$ cat config.mk
export PLATFORM = sky130hd
export DESIGN_NAME = uart_rx_os
export DESIGN_NICKNAME = d
export VERILOG_FILES = /design/src/rtl/uart_rx_os.sv
export SDC_FILE = /design/constraint.sdc
export NUM_CORES = 1
export LEC_CHECK = 0
export ABC_AREA = 1
export ABC_CLOCK_PERIOD_IN_PS = 2150
export BUFFER_PORTS_ARGS = -buffer_cell sky130_fd_sc_hd__buf_4
export CELL_PAD_IN_SITES_DETAIL_PLACEMENT = 1
export CELL_PAD_IN_SITES_GLOBAL_PLACEMENT = 1
export CORE_ASPECT_RATIO = 0.7
export CORE_MARGIN = 3
export CORE_UTILIZATION = 45
export DETAILED_ROUTE_END_ITERATION = 12
export GPL_TIMING_DRIVEN = 0
export PLACE_DENSITY_LB_ADDON = 0.1
export SLEW_MARGIN = 30
export SYNTH_ARGS = -nofsm -noshare
export SYNTH_HDL_FRONTEND = slang
export SYNTH_SLANG_ARGS = --single-unit
$ cat constraint.sdc
create_clock -name clk -period 2.15 [get_ports clk]
set_clock_uncertainty 0.1 [all_clocks]
set_input_delay 0.3225 -clock clk [delete_from_list [all_inputs] [get_ports clk]]
set_output_delay 0.3225 -clock clk [all_outputs]
set_load 0.02 [all_outputs]
$ cat src/rtl/uart_rx_os.sv
// uart_rx_os - oversampling UART receiver.
//
// Receives one asynchronous frame at a time from an already-synchronised,
// idle-high serial line and presents each completed word on a single-entry
// valid/ready holding register. Each bit is decided by a 3-sample majority
// vote centred on its bit period. Parity (none/odd/even) and one or two stop
// bits are set by parameter. A parity error and a framing error are reported
// alongside every word. A one-cycle overrun pulse flags a completed frame
// that was dropped because the holding register was still full.
//
// Optional feature macro: UART_RX_BREAK_EN
//   defined   : an all-zero frame is a line break. The frame is not pushed,
//               o_break is raised and held until the line returns high.
//   undefined : o_break does not exist. A break is delivered as data 0 with
//               o_ferr = 1.
//
// Ports:
//   clk        in   sole clock
//   rstn       in   asynchronous active-low reset
//   i_rxs      in   synchronised serial line, idle high
//   o_tvalid   out  held word valid
//   i_tready   in   downstream accepts the held word
//   o_tdata    out  received data, LSB = first bit on the line
//   o_perr     out  parity error of the held word
//   o_ferr     out  framing error of the held word (a stop bit sampled low)
//   o_overrun  out  one-cycle pulse: a completed frame was dropped
//   o_break    out  break flag (only with UART_RX_BREAK_EN)
module uart_rx_os #(
    parameter int BAUD   = 9600,
    parameter int CLKF   = 100000000,
    parameter int DLEN   = 8,
    parameter int OSR    = 16,
    parameter int PARITY = 0,
    parameter int STOP   = 1
) (
    input  logic            clk,
    input  logic            rstn,
    input  logic            i_rxs,
    output logic            o_tvalid,
    input  logic            i_tready,
    output logic [DLEN-1:0] o_tdata,
    output logic            o_perr,
    output logic            o_ferr,
    output logic            o_overrun
`ifdef UART_RX_BREAK_EN
    ,
    output logic            o_break
`endif
);

    localparam int DIV  = CLKF / (BAUD * OSR);
    localparam int DIVW = (DIV > 1) ? $clog2(DIV) : 1;
    localparam int OSW  = $clog2(OSR);
    localparam int MID  = OSR / 2;

    if (DIV < 2) begin : g_div_chk
        $error("uart_rx_os: CLKF/(BAUD*OSR) must be at least 2");
    end
    if (OSR < 8 || OSR > 32 || (OSR % 2) != 0) begin : g_osr_chk
        $error("uart_rx_os: OSR must be even and within 8..32");
    end
    if (DLEN < 5 || DLEN > 9) begin : g_dlen_chk
        $error("uart_rx_os: DLEN must be within 5..9");
    end
    if (PARITY < 0 || PARITY > 2 || STOP < 1 || STOP > 2) begin : g_fmt_chk
        $error("uart_rx_os: PARITY must be 0..2 and STOP 1..2");
    end

    typedef enum logic [2:0] {
        S_IDLE, S_START, S_DATA, S_PAR, S_STOP, S_BREAK
    } state_t;

    state_t            state_q, state_d;
    logic              rxs_prev_q, rxs_prev_d;
    logic [DIVW-1:0]   div_q, div_d;
    logic [OSW-1:0]    os_q, os_d;
    logic [1:0]        vote_q, vote_d;
    logic [3:0]        bit_q, bit_d;
    logic [DLEN-1:0]   shift_q, shift_d;
    logic              par_q, par_d;
    logic              ferr_acc_q, ferr_acc_d;
    logic              tvalid_q, tvalid_d;
    logic [DLEN-1:0]   tdata_q, tdata_d;
    logic              perr_q, perr_d;
    logic              ferr_q, ferr_d;
    logic              overrun_q, overrun_d;
`ifdef UART_RX_BREAK_EN
    logic              stop_one_q, stop_one_d;
    logic              brk_q, brk_d;
    logic              frame_brk;
`endif
    logic              tick, maj, decide, done, push;
    logic              frame_perr, frame_ferr;

    always_comb begin
        state_d    = state_q;
        rxs_prev_d = i_rxs;
        div_d      = (div_q == DIVW'(DIV - 1)) ? '0 : div_q + 1'b1;
        os_d       = os_q;
        vote_d     = vote_q;
        bit_d      = bit_q;
        shift_d    = shift_q;
        par_d      = par_q;
        ferr_acc_d = ferr_acc_q;
        tvalid_d   = tvalid_q;
        tdata_d    = tdata_q;
        perr_d     = perr_q;
        ferr_d     = ferr_q;
        overrun_d  = 1'b0;
        done       = 1'b0;
        push       = 1'b0;
`ifdef UART_RX_BREAK_EN
        stop_one_d = stop_one_q;
        brk_d      = brk_q;
`endif
        // The divider restarts at 0 on the start edge, so the first tick
        // coincides with the edge and counts as tick 1 of the start bit.
        // os_q is therefore one behind the 1-based tick number: samples are
        // taken at os_q = MID-2, MID-1, MID and the vote is decided at MID.
        tick   = (div_q == '0);
        decide = tick && (os_q == OSW'(MID));
        maj    = ((vote_q + {1'b0, i_rxs}) >= 2'd2);

        if (tick) begin
            os_d = (os_q == OSW'(OSR - 1)) ? '0 : os_q + 1'b1;
            if (os_q == OSW'(MID - 2) || os_q == OSW'(MID - 1)) begin
                vote_d = vote_q + {1'b0, i_rxs};
            end else if (decide) begin
                vote_d = '0;
            end
        end

        frame_ferr = ferr_acc_q | ~maj;
        frame_perr = (PARITY == 0) ? 1'b0 : ((^shift_q ^ par_q) != (PARITY == 1));
`ifdef UART_RX_BREAK_EN
        frame_brk  = (shift_q == '0) && !par_q && !stop_one_q && !maj;
`endif

        case (state_q)
            S_IDLE: begin
                if (rxs_prev_q && !i_rxs) begin
                    state_d = S_START;
                    div_d   = '0;
                    os_d    = '0;
                    vote_d  = '0;
                end
            end
            S_START: begin
                if (decide) begin
                    if (maj) begin
                        state_d = S_IDLE;
                    end else begin
                        state_d    = S_DATA;
                        bit_d      = '0;
                        par_d      = 1'b0;
                        ferr_acc_d = 1'b0;
`ifdef UART_RX_BREAK_EN
                        stop_one_d = 1'b0;
`endif
                    end
                end
            end
            S_DATA: begin
                if (decide) begin
                    shift_d = {maj, shift_q[DLEN-1:1]};
                    if (bit_q == 4'(DLEN - 1)) begin
                        bit_d   = '0;
                        state_d = (PARITY != 0) ? S_PAR : S_STOP;
                    end else begin
                        bit_d = bit_q + 1'b1;
                    end
                end
            end
            S_PAR: begin
                if (decide) begin
                    par_d   = maj;
                    state_d = S_STOP;
                end
            end
            S_STOP: begin
                if (decide) begin
                    if (bit_q == 4'(STOP - 1)) begin
                        // Back to IDLE at once so a start edge right after
                        // the stop-bit centre is not missed.
                        done    = 1'b1;
                        state_d = S_IDLE;
                    end else begin
                        bit_d      = bit_q + 1'b1;
                        ferr_acc_d = ferr_acc_q | ~maj;
`ifdef UART_RX_BREAK_EN
                        stop_one_d = stop_one_q | maj;
`endif
                    end
                end
            end
`ifdef UART_RX_BREAK_EN
            S_BREAK: begin
                if (i_rxs) begin
                    brk_d   = 1'b0;
                    state_d = S_IDLE;
                end
            end
`endif
            default: state_d = S_IDLE;
        endcase

        push = done;
`ifdef UART_RX_BREAK_EN
        if (done && frame_brk) begin
            push    = 1'b0;
            brk_d   = 1'b1;
            state_d = S_BREAK;
        end
`endif

        if (tvalid_q && i_tready) begin
            tvalid_d = 1'b0;
        end
        // A full register that is not being drained this cycle keeps its
        // word; the new frame is dropped and flagged.
        if (push) begin
            if (tvalid_q && !i_tready) begin
                overrun_d = 1'b1;
            end else begin
                tvalid_d = 1'b1;
                tdata_d  = shift_q;
                perr_d   = frame_perr;
                ferr_d   = frame_ferr;
            end
        end
    end

    always_ff @(posedge clk or negedge rstn) begin
        if (!rstn) begin
            state_q    <= S_IDLE;
            rxs_prev_q <= 1'b0;
            div_q      <= '0;
            os_q       <= '0;
            vote_q     <= '0;
            bit_q      <= '0;
            shift_q    <= '0;
            par_q      <= 1'b0;
            ferr_acc_q <= 1'b0;
            tvalid_q   <= 1'b0;
            tdata_q    <= '0;
            perr_q     <= 1'b0;
            ferr_q     <= 1'b0;
            overrun_q  <= 1'b0;
`ifdef UART_RX_BREAK_EN
            stop_one_q <= 1'b0;
            brk_q      <= 1'b0;
`endif
        end else begin
            state_q    <= state_d;
            rxs_prev_q <= rxs_prev_d;
            div_q      <= div_d;
            os_q       <= os_d;
            vote_q     <= vote_d;
            bit_q      <= bit_d;
            shift_q    <= shift_d;
            par_q      <= par_d;
            ferr_acc_q <= ferr_acc_d;
            tvalid_q   <= tvalid_d;
            tdata_q    <= tdata_d;
            perr_q     <= perr_d;
            ferr_q     <= ferr_d;
            overrun_q  <= overrun_d;
`ifdef UART_RX_BREAK_EN
            stop_one_q <= stop_one_d;
            brk_q      <= brk_d;
`endif
        end
    end

    assign o_tvalid  = tvalid_q;
    assign o_tdata   = tdata_q;
    assign o_perr    = perr_q;
    assign o_ferr    = ferr_q;
    assign o_overrun = overrun_q;
`ifdef UART_RX_BREAK_EN
    assign o_break   = brk_q;
`endif

endmodule
==> out/qor.yml <==
start_kind: "flop"
area_growth_syn_to_layout_pct: 13.7
hold_path.class: "input port to flop"
drc_errors: 0
ys_ff_latch: 44
clkPwrFrac_pct: 25.8
num_io_pins: 16
dp_hpwl_mm: 4.03
setup_viol: 0
routed_via_density: 5.00
whs_ns: 0.0528
grt_usage_pct: 19.6
syn_area_per_cell_sq_um: 7.93
cts_made_buffers: 5
power_density_nw_per_um2: 959
worst_pin_slew_ns: 0.576
clock_sinks: 44
diodes: 0
final.setup.tns_ns: 0
worstSkewPairLatency_ns: 0.30
fp.dieArea_sq_um: 6100
yosysWarnings: 0
hold_depth: 1
die_y_microns: 66.2
wire_per_inst_microns: 14.0
maxCapViolations: 0
path_buf_inv: 2
timing.critical_path.mode_cell: "nand2_1"
synth_area_sq_um: 2330
grt_pass1_vias: 1994
final_common_cell: "nand2_1"
antenna_found_initial: 0
p_sw_share_pct: 39.6
drive_gt1_share_pct: 12.9
cts_buffer_depth: 2
drv_slew: 0
routed_wl_mm: 5.39
die_w_microns: 92.0
crit_path_cell_trace: "inv_1 > ha_1 > nand3_2 > nor3_4 > nand3_4 > clkinv_2 > nand2_1 > nand2_1"
grt_pass1_wl_mm: 9.51
cp.required_ns: 2.29
cp_slowest_cell: "dfrtp_1"
clk_pin_slew_ns: 0.09
antenna_left: 0
start_util_pct: 47.7
htreeDepth: 2
postCtsSetupRepairBufs: 0
vias: 1930
hold_viol_final: 0
first_pass_iters: 4
path_max_fanout: 10
synth_cells: 294
grt-ovfl-total: 0
power_frac_seq_pct: 41.7
path_class: "flop to flop"
crit_path_max_incr_delay_ns: 0.48
worstPathArrival_ns: 2.06
worstRegToRegCells: 8
outcome: "completed"
rsz0062_at_grt: "no"
fillers: 620
root_buffer: "clkbuf_8"
ys_types: 28
core_area_sq_um: 4890
grt_max_degree: 45
syn_nets: 307
p_int_w: 0.00154
clock.fmax_ghz: 0.521
cp-end-kind: "flop"
dp_cells: 377
layout_common_cells: "nand2_1 (98), dfrtp_1 (44), inv_1 (31), nor2_1 (31), nand3_1 (25)"
worst-path-stages: 8
dpl_cell_area_sq_um: 2520
drt-initial-drc-count: 51
layout.cells.non_filler: 386
final.min_clock_period_ns: 1.92
port_buffers: 14
slew_headroom_pct: 61.6
switchingPower_w: 0.00101
row_count: 21
nNetsFinal: 329
ys_seq_area_share_pct: 47.2
postLayoutCellArea_sq_um: 2650
leakagePower_nw: 1.40
combPwrFrac_pct: 32.6
gp_congestion: 0.847
ir_drop_v: 0.000475
fin_crit_sh_pct: 89.3
cts_tree: "built"
path_delay_family: "simple AND/OR/NAND/NOR gates"
## per-layer routing
layer	GRT usage, %	vias up	share of wire (%)
li1	-	971	-
met1	28.5	940	53
met2	30.5	15	43
met3	3.98	4	2.6
met4	3.89	0	0.61
met5	0	-	0
## cells in the mapped netlist (all sizes together)
cell      n  share of area, %
nand2   100                17
dfrtp    44                47
nor2     35               6.6
inv      33               5.3
nand3    29               7.7
o21ai    10               2.3
ha        9               4.8
a21oi     7               1.5
nor3      7               2.0
nand4     6               1.6
nor3b     3              0.97
xor2      3               1.1
buf       2              0.80
or2       2              0.54
and3      1              0.27
clkinv    1              0.21
conb      1              0.16
o21bai    1              0.32
## kinds of logic after synthesis
logic type	count (synthesis)	share of synthesized area, %
other	1	0.161
buffers and inverters	36	6.33
flip-flops	44	47.2
AO/OA/AOI/OAI	18	4.13
XOR/XNOR	3	1.13
adder cells (fa/ha/maj)	9	4.83
AND/OR/NAND/NOR	183	36.2
## stage by stage
step	total power, W	setup WS (ns)	util, %
floorplan	0.00166	0.482	-
global placement	0.00184	0.276	51.6
detailed placement	0.00189	0.179	51.6
CTS	0.00256	0.157	54.2
global route	0.00274	0.0439	54.3
finish	0.00254	0.230	54.3
## cell type report
class	count	area, sq um	share of cell area [%]
plain buffers	2	18.8	0.708
clock buffers	5	68.8	2.59
clock inverters	3	47.5	1.79
inverters	34	129	4.86
multi-input cells	214	1090	40.9
flip-flops and latches	44	1100	41.5
well taps	69	86.3	3.25
repair buffers	15	115	4.34
## state kept, by name (all words and copies together), names as in the netlist, 2 cells and up
register	flops
div_q	10
o_tdata	8
shift_q	8
bit_q	4
os_q	4
state_q	3
vote_q	2
## power by group through the flow
stage | clock, W | combinational (W) | sequential [W]
2_1_floorplan | 0 | 0.000619 | 0.00104
5_1_grt | 0.000705 | 0.000961 | 0.00108
3_3_place_gp | 0 | 0.000777 | 0.00106
6_report | 0.000655 | 0.000829 | 0.00106
3_5_place_dp | 0 | 0.000816 | 0.00108
4_1_cts | 0.000676 | 0.000828 | 0.00106
## worst paths after layout
| check | from | to | slack (ns) |
|---|---|---|---|
| worst min register to register | o_tdata[5]$_DFFE_PN0P_ | o_tdata[5]$_DFFE_PN0P_ | 0.39 |
| worst max-delay path | div_q[0]$_DFF_PN0_ | o_tdata[4]$_DFFE_PN0P_ | 0.23 |
| worst min-delay path | i_rxs | rxs_prev_q$_DFF_PN0_ | 0.05 |
| worst max register to register | div_q[0]$_DFF_PN0_ | o_tdata[4]$_DFFE_PN0P_ | 0.23 |
| min in group asynchronous | rstn | div_q[5]$_DFF_PN0_ | 0.46 |
| max in group asynchronous | rstn | bit_q[1]$_DFFE_PN0P_ | 1.10 |
## timing repair
action / 4_1_cts / 5_1_grt
setup endpoints to repair: 0 / 3
hold endpoints to repair: 44 / 0
gates resized for setup: 0 / 1
hold buffers: 1 / 0
Power figures use the tool's default switching activity.
